`src/rtl/riscv_pkg.sv`:
```
// riscv_pkg: shared types and constants for the data-memory arbiter.
package riscv_pkg;

   typedef enum logic [1:0] {
      IDLE,
      OWN0,
      OWN1,
      LOCK1
   } arb_state_e;

   localparam logic MEM_CS_ACTIVE = 1'b0;

endpackage

```
`src/rtl/rr_grant.sv`:
```
// rr_grant: two-requester round-robin grant; last_served favours m0 out of reset.
module rr_grant (
   input  logic       clk_i,
   input  logic       rst_i,
   input  logic [1:0] req_i,
   input  logic       upd_i,
   input  logic       upd_id_i,
   output logic [1:0] gnt_o
);

   logic last_served;

   assign gnt_o[0] = req_i[0] & (~req_i[1] | last_served);
   assign gnt_o[1] = req_i[1] & (~req_i[0] | ~last_served);

   always_ff @(posedge clk_i or negedge rst_i) begin
      if (!rst_i) last_served <= 1'b1;
      else if (upd_i) last_served <= upd_id_i;
   end

endmodule

```
`src/rtl/mem_arbiter.sv`:
```
// mem_arbiter: two-master data-memory arbiter with m1 locked bursts and
// one-cycle registered read return per master.
module mem_arbiter
   import riscv_pkg::*;
#(
   parameter int DW        = 32,
   parameter int MAX_BURST = 8
) (
   input  logic          clk_i,
   input  logic          rst_i,
   input  logic          m0_req_i,
   input  logic          m0_we_i,
   input  logic [3:0]    m0_mask_i,
   input  logic [DW-1:0] m0_addr_i,
   input  logic [DW-1:0] m0_wdata_i,
   output logic          m0_gnt_o,
   output logic          m0_rvalid_o,
   output logic [DW-1:0] m0_rdata_o,
   input  logic          m1_req_i,
   input  logic          m1_we_i,
   input  logic [3:0]    m1_mask_i,
   input  logic [DW-1:0] m1_addr_i,
   input  logic [DW-1:0] m1_wdata_i,
   input  logic          m1_lock_i,
   output logic          m1_gnt_o,
   output logic          m1_rvalid_o,
   output logic [DW-1:0] m1_rdata_o,
   output logic          mem_cs_o,
   output logic          mem_we_o,
   output logic [3:0]    mem_mask_o,
   output logic [DW-1:0] mem_addr_o,
   output logic [DW-1:0] mem_wdata_o,
   input  logic [DW-1:0] mem_rdata_i,
   output logic          stall_o
);

   localparam logic [7:0] MAX_B = 8'(MAX_BURST);

   arb_state_e state, state_nxt;
   logic [7:0] burst_cnt, burst_nxt;
   logic [1:0] rr_gnt;
   logic       lock_hold, gnt0, gnt1, rd0, rd1;

   rr_grant u_rr (
      .clk_i    (clk_i),
      .rst_i    (rst_i),
      .req_i    ({m1_req_i, m0_req_i}),
      .upd_i    (gnt0 | gnt1),
      .upd_id_i (gnt1),
      .gnt_o    (rr_gnt)
   );

   // A live lock overrides round-robin; once the burst limit is hit m0 may cut in.
   always_comb begin
      lock_hold = (state == LOCK1) & m1_req_i & m1_lock_i;
      gnt1      = rst_i & (lock_hold ? ((burst_cnt < MAX_B) | ~m0_req_i) : rr_gnt[1]);
      gnt0      = rst_i & (lock_hold ? ((burst_cnt >= MAX_B) & m0_req_i) : rr_gnt[0]);
      state_nxt = gnt0 ? OWN0 : gnt1 ? (m1_lock_i ? LOCK1 : OWN1) : IDLE;
      burst_nxt = (gnt1 & m1_lock_i)
                ? ((state != LOCK1) ? 8'd1 : (burst_cnt == MAX_B) ? MAX_B : burst_cnt + 8'd1)
                : 8'd0;
   end

   assign m0_gnt_o    = gnt0;
   assign m1_gnt_o    = gnt1;
   assign stall_o     = m0_req_i & ~gnt0;
   assign rd0         = gnt0 & ~m0_we_i;
   assign rd1         = gnt1 & ~m1_we_i;
   assign mem_cs_o    = (gnt0 | gnt1) ? MEM_CS_ACTIVE : ~MEM_CS_ACTIVE;
   assign mem_we_o    = gnt0 ? m0_we_i : gnt1 & m1_we_i;
   assign mem_mask_o  = gnt0 ? m0_mask_i : gnt1 ? m1_mask_i : 4'h0;
   assign mem_addr_o  = gnt0 ? m0_addr_i : gnt1 ? m1_addr_i : '0;
   assign mem_wdata_o = gnt0 ? m0_wdata_i : gnt1 ? m1_wdata_i : '0;

   always_ff @(posedge clk_i or negedge rst_i) begin
      if (!rst_i) begin
         state       <= IDLE;
         burst_cnt   <= 8'd0;
         m0_rvalid_o <= 1'b0;
         m1_rvalid_o <= 1'b0;
         m0_rdata_o  <= '0;
         m1_rdata_o  <= '0;
      end else begin
         state       <= state_nxt;
         burst_cnt   <= burst_nxt;
         m0_rvalid_o <= rd0;
         m1_rvalid_o <= rd1;
         if (rd0) m0_rdata_o <= mem_rdata_i;
         if (rd1) m1_rdata_o <= mem_rdata_i;
      end
   end

endmodule

```
`config.mk`:
```
export PLATFORM = sky130hd
export DESIGN_NAME = mem_arbiter
export DESIGN_NICKNAME = d
export VERILOG_FILES = /design/src/rtl/riscv_pkg.sv /design/src/rtl/rr_grant.sv /design/src/rtl/mem_arbiter.sv
export SDC_FILE = /design/constraint.sdc
export NUM_CORES = 1
export LEC_CHECK = 0
export BUFFER_PORTS_ARGS = -buffer_cell sky130_fd_sc_hd__buf_2
export CAP_MARGIN = 5
export CORE_AREA = 8 8 116 118
export DETAILED_ROUTE_END_ITERATION = 8
export DIE_AREA = 0 0 124 126
export PLACE_DENSITY = 0.77
export SLEW_MARGIN = 20
export SYNTH_ARGS = -nofsm -noshare
export SYNTH_HDL_FRONTEND = slang
export SYNTH_SLANG_ARGS = --single-unit
```
`constraint.sdc`:
```
create_clock -name clk_i -period 3.52 [get_ports clk_i]
set_input_delay 0.352 -clock clk_i [delete_from_list [all_inputs] [get_ports clk_i]]
set_output_delay 0.352 -clock clk_i [all_outputs]
set_load 0.03 [all_outputs]
```
==> flow_summary.ini, run 1 <==
[worst_hold_path]
hold_path_class = primary input to flip-flop

[clock_network]
htreeDepth = 3
numCtsBuffers = 9
clockRootBuffer = clkbuf_16
cts.hold.buffers_added = 0
clk_path_buf_depth = 2
tritoncts = done
cts-resized-gates = 0
cts.sinks = 77
clk_pin_slew_ns = 0.06
cts_setup_buffers = 0
clk_latency_ns = 0.33

[synthesis]
ys.flop_type = dfrtp_1
syn-num-nets = 460
synth_cell_types = 31
seq_area_frac_synth_pct = 51.5
postSynthAreaPerCell_um2 = 13.2
synth_common_cells = dfrtp_1, a22o_1, mux2_2
yosysMostFrequentCell = dfrtp_1
yosys.area.top_type = dfrtp_1
ys_ff_latch = 77
ys_async_sr_fraction_pct = 100
ys_top_cells_by_area = dfrtp_1, mux2_2, a22o_1
synth_top_area_share_pct = 50.8
synthCells = 283
yosys_warnings = 0
synth_area_um2 = 3740
synth-edff-count = 0

[timing]
setup_viol = 0
setup-tns-final_ns = 0
worstMarginPinSlew_ns = 0.954
hold_viol = 0
period_minus_slack_ns = 3.28
layout_worst_path_cycle_share_pct = 93.1
slew_headroom_pct = 36.4
slew_violations = 0
finalWorstSetupSlack_ns = 0.244
max_clock_freq_ghz = 0.305
rsz0062_at_grt = false
finClkSkew_ns = 0.00683

[route]
drtIter0Drc = 237
routed_wirelength_um = 16300
drc_errors = 0
vias = 3836
firstDrtPassIters = 5
routedWlPerCell_um = 21.8
via_per_inst = 5.14
postRouteAntennaNets = 0

[grt]
antenna_found_initial = 4
grt_usage_pct = 19.9
grt_first_pass_wirelength_um = 23800
grt_remaining_overflow = 0
grt_pass1_vias = 4148
grt_max_degree = 79

[finish]
drive_above_1_share_pct = 67.8
fin_nets = 769
area_growth_syn_to_layout_pct = 53.3
n_fill_cell = 1089

[placement]
place_congestion = 0.955
place_hpwl_um = 13400
post-place-ws_ns = 0.627
io_buffers = 313

[setup_path]
cp-end-kind = output port
crit_path_start_kind = flip-flop
required_ns = 3.17
critical_path_class = flip-flop to output port
slowest_stage = or4_4
max_stage_delay_ns = 0.59
cp_cell_sequence = or4_4 > o31ai_2 > a21oi_4 > buf_4 > a22o_1 > buf_2
crit_arrival_ns = 2.92
crit_path_max_fanout = 46

[floorplan]
num_io_pins = 314
placementRows = 40
fp.dieW_um = 124
dieArea_um2 = 15600
die_y_um = 126
initial_core_util_pct = 32.0
core_um2 = 11700

[pwr]
p_leak_nw = 3.11
p_per_area_nw_per_um2 = 576
ir_worst_vdd_mv = 0.434

[flow_run]
drv_cap = 0

[status]
status = finished, final reports clean
area by class of cell:
cell class	count	area, um^2	area share (%)
flip-flops and latches	77	1930	33.6
inverters	5	18.8	0.327
clock buffers	12	236	4.12
repair buffers	319	1610	28.1
diodes	2	5.00	0.0872
multi-input cells	180	1700	29.7
clock inverters	4	48.8	0.850
well taps	147	184	3.20
stage by stage:
stage                     total power [mW]  std cells  hold WS [ns]  instance area (um^2)  utilization, %
after floorplan                       1.98        283        0.0564                  3740               -
after global placement                2.42        728         0.485                  5450            46.5
after detailed placement              2.45        728         0.488                  5450            46.5
after CTS                             3.36        744         0.250                  5730            49.0
after global routing                  3.46        744         0.253                  5730            49.0
final                                 3.30        746         0.267                  5740            49.0
per-layer routing:
metal  GRT usage (%)  share of wire [%]  vias up
met4            5.74                1.6        6
met5               0               0.22        -
li1                -                  -     1693
met2            33.6                 50      230
met1            21.9                 36     1879
met3            8.62                 13       28
cells in the final DEF (no fill, tap or decap), types with 4 or more instances in the layout:
master     count
a22o_1        69
clkbuf_16      9
dfrtp_1       76
mux2_4        10
nand3_1        8
xor2_1         4
inv_1          5
nor2_1        10
buf_2        312
buf_4          7
mux2_2        54
worst paths after layout:
kind	cells past startpoint	slack, ns	to	start
max	6	0.24	mem_wdata_o[21]	burst_cnt[6]$_DFF_PN0_
min	2	0.27	m1_rdata_o[13]$_DFFE_PN0P_	mem_rdata_i[13]
max reg2reg	5	1.10	state[0]$_DFF_PN0_	burst_cnt[6]$_DFF_PN0_
min reg2reg	1	0.50	m1_rdata_o[4]$_DFFE_PN0P_	m1_rdata_o[4]$_DFFE_PN0P_
max in group asynchronous	2	2.59	m0_rdata_o[10]$_DFFE_PN0P_	rst_i
min in group asynchronous	2	0.31	m1_rdata_o[19]$_DFFE_PN0P_	rst_i
state kept, by name, summed over array words and instances (netlist names):
| signal | flops |
|---|---|
| m1_rvalid_o | 1 |
| m0_rdata_o | 32 |
| m0_rvalid_o | 1 |
| state | 2 |
| m1_rdata_o | 32 |
| u_rr.last_served | 1 |
| burst_cnt | 8 |
where the power goes:
part	leakage, nW	switching [mW]	total [mW]	internal, mW
clock	0.141	0.333	0.881	0.548
combinational	2.04	0.811	1.26	0.446
sequential	0.935	0.0949	1.17	1.07
total	3.11	1.24	3.30	2.07
critical path: cells and delay by family (launching register included):
family | cells | cell delay [ns]
flops | 1 | 0.40
compound gates | 3 | 1.05
buf+inv | 2 | 0.54
simple gates | 1 | 0.59
cells by family (layout without fill, tap and decap cells):
kind of cell             after synthesis  after routing  share of synthesized area, %
AO/OA/AOI/OAI                         78             78                          18.6
flip-flops                            77             77                          51.5
multiplexers                          64             64                          20.2
AND/OR/NAND/NOR                       30             30                          4.01
buffers and inverters                 26            340                          3.54
XOR/XNOR                               6              6                          1.40
adder cells (fa/ha/maj)                2              2                         0.668
other                                  0              2                             0
Note: power is estimated with default switching activity, not from simulation.
==> run 2, diff against run 1 <==
--- a/config.mk
+++ b/config.mk
@@ -11,6 +11,7 @@
 export DETAILED_ROUTE_END_ITERATION = 8
 export DIE_AREA = 0 0 124 126
 export PLACE_DENSITY = 0.77
+export RECOVER_POWER = 100
 export SLEW_MARGIN = 20
 export SYNTH_ARGS = -nofsm -noshare
 export SYNTH_HDL_FRONTEND = slang
==> run 2 against run 1 <==
Effect of this change: the flow now finishes with violations (max-capacitance violations, max-slew violations); non-clock buffer count did not move; clock power about the same; routed wire length shrank 0.11%; setup slack got worse by 0.018 ns; cell count is 0.13% lower; clock skew is 0.00071 ns higher; combinational power shrank 8%; register-to-register slack got worse by 0.27 ns; flip-flop and latch count unchanged; cell area fell by 4.1%; sequential share of layout area rose by 1.5 points; critical endpoint is now mem_addr_o[12].
==> flow_summary.ini, run 2 (same netlist as run 1, synthesis figures left out) <==
[status]
status = finished, violations left
violations = max-capacitance violations, max-slew violations

[worst_hold_path]
whs_path_depth = 2
hold_path_class = primary input to flip-flop

[floorplan]
die_y_um = 126
num_io_pins = 314
initial_core_util_pct = 32.0
core_um2 = 11700
dieArea_um2 = 15600
fp.dieW_um = 124
placementRows = 40

[route]
routed_wirelength_um = 16200
vias = 3843
drc_errors = 0
drtIter0Drc = 236
routedWlPerCell_um = 21.8
via_per_inst = 5.16
postRouteAntennaNets = 0
firstDrtPassIters = 5

[clock_network]
tritoncts = done
clockRootBuffer = clkbuf_16
htreeDepth = 3
cts_setup_buffers = 0
cts-resized-gates = 0
clk_pin_slew_ns = 0.06
clk_path_buf_depth = 2
numCtsBuffers = 9
cts.hold.buffers_added = 0
clk_latency_ns = 0.33
cts.sinks = 77

[grt]
grt_first_pass_wirelength_um = 23800
grt_max_degree = 79
antenna_found_initial = 4
grt_remaining_overflow = 0
grt_usage_pct = 19.9
grt_pass1_vias = 4148

[placement]
place_hpwl_um = 13400
post_dp_cell_area_um2 = 5450
place_congestion = 0.955
post-place-ws_ns = 0.627
io_buffers = 313

[timing]
max_clock_freq_ghz = 0.304
layout_worst_path_cycle_share_pct = 93.6
finClkSkew_ns = 0.00754
period_minus_slack_ns = 3.29
worstMarginPinSlew_ns = 1.88
hold_viol = 0
setup-tns-final_ns = 0
slew_violations = 79
rsz0062_at_grt = false
slew_headroom_pct = -25.1
setup_viol = 0
finalWorstSetupSlack_ns = 0.226

[flow_run]
drv_cap = 1

[pwr]
p_per_area_nw_per_um2 = 584
ir_worst_vdd_mv = 0.428
p_leak_nw = 2.59
fin_total_pwr_mw = 3.21

[finish]
final_area_um2 = 5500
final_cell_mix = buf_2, clkbuf_1, dfrtp_1, a22o_1, mux2_2
n_fill_cell = 1182
area_growth_syn_to_layout_pct = 46.9
largest_registers = m0_rdata_o: 32 flops, m1_rdata_o: 32 flops, burst_cnt: 8 flops
fin_nets = 769
layout_commonest_cell = buf_2
drive_above_1_share_pct = 42.9
final_util_pct = 47.0

[setup_path]
rr_worst_depth = 5
crit_path_max_fanout = 27
cp-end-kind = output port
crit_arrival_ns = 2.94
critical_path_class = flip-flop to output port
crit_path_start_kind = flip-flop
required_ns = 3.17
rrSetupSlack_ns = 0.83
==> run 2: layout make-up <==
cell class | count | area, um^2 | area share [%]
sequential | 77 | 1930 | 35.0
timing repair buffer | 319 | 1430 | 26.0
multi-input combinational | 180 | 1650 | 30.1
antenna | 1 | 2.50 | 0.0455
tap | 147 | 184 | 3.34
clock inverter | 4 | 48.8 | 0.887
inverter | 5 | 18.8 | 0.341
clock buffer | 12 | 236 | 4.30
==> run 2: final timing paths <==
kind | startpoint | endpoint
worst max-delay path | burst_cnt[6]$_DFF_PN0_ | mem_addr_o[12]
worst min-delay path | mem_rdata_i[21] | m1_rdata_o[21]$_DFFE_PN0P_
worst max register to register | burst_cnt[6]$_DFF_PN0_ | m0_rdata_o[24]$_DFFE_PN0P_
worst min register to register | m1_rdata_o[26]$_DFFE_PN0P_ | m1_rdata_o[26]$_DFFE_PN0P_
max in group asynchronous | rst_i | m1_rdata_o[2]$_DFFE_PN0P_
min in group asynchronous | rst_i | m1_rdata_o[19]$_DFFE_PN0P_
==> run 2: metal layers <==
layer / track usage, % / share of wire, % / vias to the layer above
li1: - / - / 1698
met1: 21.9 / 36 / 1878
met2: 33.6 / 50 / 227
met3: 8.62 / 12 / 34
met4: 5.74 / 1.7 / 6
met5: 0 / 0.22 / -
==> run 2: worst max-delay path, stage by stage, from the launching register on <==
cell and delay, ns:
dfrtp_1 0.40, or4_4 0.59, o311ai_4 0.36, and2_2 0.23, clkbuf_2 0.43, a22o_1 0.25, clkbuf_1 0.35
==> run 2: report_power, final <==
| group | total (mW) | internal (mW) | switching (mW) |
|---|---|---|---|
| sequential | 1.17 | 1.07 | 0.0975 |
| clock | 0.882 | 0.548 | 0.334 |
| combinational | 1.16 | 0.351 | 0.810 |
==> run 2: stage by stage <==
stage / cells / hold slack [ns]
after CTS: 744 / 0.250
after global placement: 728 / 0.485
final: 745 / 0.250
after global routing: 744 / 0.240
after floorplan: 283 / 0.0564
after detailed placement: 728 / 0.488
==> run 3, diff against run 2 <==
--- a/config.mk
+++ b/config.mk
@@ -5,12 +5,13 @@
 export SDC_FILE = /design/constraint.sdc
 export NUM_CORES = 1
 export LEC_CHECK = 0
+export ABC_AREA = 1
 export BUFFER_PORTS_ARGS = -buffer_cell sky130_fd_sc_hd__buf_2
 export CAP_MARGIN = 5
-export CORE_AREA = 8 8 116 118
+export CORE_AREA = 8 8 114 116
 export DETAILED_ROUTE_END_ITERATION = 8
-export DIE_AREA = 0 0 124 126
-export PLACE_DENSITY = 0.77
+export DIE_AREA = 0 0 122 124
+export PLACE_DENSITY = 0.86
 export RECOVER_POWER = 100
 export SLEW_MARGIN = 20
 export SYNTH_ARGS = -nofsm -noshare
==> constraint.sdc (replaced) <==
create_clock -name clk_i -period 3.52 [get_ports clk_i]
set_input_delay 0.352 -clock clk_i [delete_from_list [all_inputs] [get_ports clk_i]]
set_output_delay 0.352 -clock clk_i [all_outputs]
set_load 0.01 [all_outputs]
==> run 3 against run 2 <==
Effect of this change: the run still ends with max-capacitance violations, max-slew violations left; critical path depth up 2; area after synthesis is 17% higher; hold slack better by 0.041 ns; non-clock buffer count increased by 4; clock-buffer cell count shrank 3; critical endpoint is now mem_wdata_o[24]; maximum frequency rose by 3.0%.
==> flow_summary.ini, run 3 <==
[clock_network]
tritoncts = done
clk_pin_slew_ns = 0.06
cts.sinks = 77
cts-resized-gates = 0
cts_setup_buffers = 0
htreeDepth = 3
numCtsBuffers = 9
clockRootBuffer = clkbuf_16
clk_path_buf_depth = 2
clk_latency_ns = 0.33

[floorplan]
die_y_um = 124
num_io_pins = 314
dieArea_um2 = 15100
placementRows = 39
fp.dieW_um = 122
initial_core_util_pct = 39.2
core_um2 = 11200

[setup_path]
r2r_end = m0_rdata_o[13]$_DFFE_PN0P_
timing.critical_path.to = mem_wdata_o[24]
critical_path_class = primary input to output port
worst_setup_path_startpoint = rst_i
crit_path_start_kind = primary input
rr_worst_depth = 7
r2r_start = burst_cnt[5]$_DFF_PN0_
required_ns = 3.17
crit_arrival_ns = 2.85
cp-end-kind = output port
rrSetupSlack_ns = 0.59
crit_path_max_fanout = 52

[worst_hold_path]
hold_path_class = primary input to flip-flop

[synthesis]
synth_cell_types = 24
yosys_warnings = 0
syn-num-nets = 782
yosysMostFrequentCell = nand2_1
ys_top_cells_by_area = dfrtp_1, nand2_1, nand4_1
synthCells = 605
postSynthAreaPerCell_um2 = 7.24
synth_top_area_share_pct = 43.4
synth-edff-count = 0
synth_area_um2 = 4380
yosys.area.top_type = dfrtp_1
synth_common_cells = nand2_1, nand3_1, dfrtp_1
ys_ff_latch = 77
ys_async_sr_fraction_pct = 100
ys.flop_type = dfrtp_1
seq_area_frac_synth_pct = 44.0

[timing]
period_minus_slack_ns = 3.20
hold_viol = 0
setup_viol = 0
worstMarginPinSlew_ns = 1.58
rsz0062_at_grt = false
slew_violations = 66
layout_worst_path_cycle_share_pct = 90.8
max_clock_freq_ghz = 0.313
slew_headroom_pct = -5.17
setup-tns-final_ns = 0
finalWorstSetupSlack_ns = 0.323
finClkSkew_ns = 0.00601

[finish]
n_fill_cell = 1139
drive_above_1_share_pct = 25.2
final_area_um2 = 6080
final_util_pct = 54.4
fin_nets = 1069
largest_registers = m0_rdata_o: 32 flops, m1_rdata_o: 32 flops, burst_cnt: 8 flops
final_cell_mix = nand2_1, buf_2, clkbuf_1, nand3_1, dfrtp_1
area_growth_syn_to_layout_pct = 38.7
antenna_cells = 0
layout_commonest_cell = nand2_1

[placement]
place_hpwl_um = 14800
io_buffers = 313
place_congestion = 0.875
post_dp_cell_area_um2 = 5910
post-place-ws_ns = 0.876

[route]
vias = 5310
routed_wirelength_um = 18800
routedWlPerCell_um = 18.1
drtIter0Drc = 558
firstDrtPassIters = 4
postRouteAntennaNets = 0
drc_errors = 0
via_per_inst = 5.11

[grt]
grt_remaining_overflow = 0
grt_usage_pct = 23.4
antenna_found_initial = 4
grt_pass1_vias = 5140
grt_first_pass_wirelength_um = 27600
grt_max_degree = 79

[flow_run]
drv_cap = 1

[pwr]
p_per_area_nw_per_um2 = 494
ir_worst_vdd_mv = 0.357
p_leak_nw = 3.43

[status]
status = finished, violations left
violations = max-capacitance violations, max-slew violations
## run 3: area by class of cell
cell class	instances	area, um^2	area share (%)
inverters	22	83.8	1.38
multi-input cells	459	2060	33.9
clock buffers	9	225	3.70
repair buffers	323	1490	24.5
well taps	143	179	2.94
flip-flops and latches	77	1930	31.7
clock inverters	6	113	1.85
## run 3: worst max-delay path: stages
cell	delay, ns
dlygate4sd3_1	0.53
buf_4	0.23
nand2_1	0.10
clkinv_2	0.28
clkbuf_2	0.80
nand3_1	0.27
nand2_1	0.13
buf_2	0.13
## run 3: worst min-delay path by stage
stage | startpoint | endpoint | slack (ns) | cells after the start
2_1_floorplan | rst_i | burst_cnt[0]$_DFF_PN0_ | 0.06 | 0
3_3_place_gp | rst_i | m1_rdata_o[11]$_DFFE_PN0P_ | 0.21 | 1
3_5_place_dp | rst_i | m1_rdata_o[14]$_DFFE_PN0P_ | 0.21 | 1
4_1_cts | mem_rdata_i[10] | m0_rdata_o[10]$_DFFE_PN0P_ | 0.28 | 3
5_1_grt | mem_rdata_i[6] | m1_rdata_o[6]$_DFFE_PN0P_ | 0.29 | 3
6_report | mem_rdata_i[25] | m1_rdata_o[25]$_DFFE_PN0P_ | 0.29 | 3
## run 3: metrics by stage
step	hold WS, ns	instances	total power [mW]
final	0.292	1039	3.01
after global routing	0.292	1039	3.17
after CTS	0.279	1039	3.09
after detailed placement	0.215	1023	2.04
after global placement	0.208	1023	2.01
after floorplan	0.0564	605	1.59
## run 3: kinds of logic after synthesis
group	Yosys count	share of synthesized area, %
AND/OR/NAND/NOR	451	46.0
buffers and inverters	69	8.65
adder cells (fa/ha/maj)	2	0.571
AO/OA/AOI/OAI	6	0.799
flip-flops	77	44.0
## run 3: report_power, final
| group | leakage (nW) | internal (mW) | total (mW) | switching [mW] |
|---|---|---|---|---|
| Clock | 0.165 | 0.689 | 1.04 | 0.351 |
| Combinational | 2.29 | 0.275 | 0.806 | 0.531 |
| Sequential | 0.975 | 1.06 | 1.16 | 0.102 |
| Total | 3.43 | 2.02 | 3.01 | 0.985 |
## run 3: per-layer routing
| layer | track usage [%] | vias up | routed length, um |
|---|---|---|---|
| met5 | 0 | - | 46 |
| met3 | 9.56 | 44 | 2080 |
| met1 | 25.2 | 2449 | 6660 |
| li1 | - | 2565 | - |
| met4 | 10.9 | 8 | 634 |
| met2 | 39.6 | 244 | 9350 |
## run 3: repair_timing
item	in CTS	in global routing
hold buffers	1	0
hold endpoints to repair	11	0
endpoints found under the setup margin	0	0
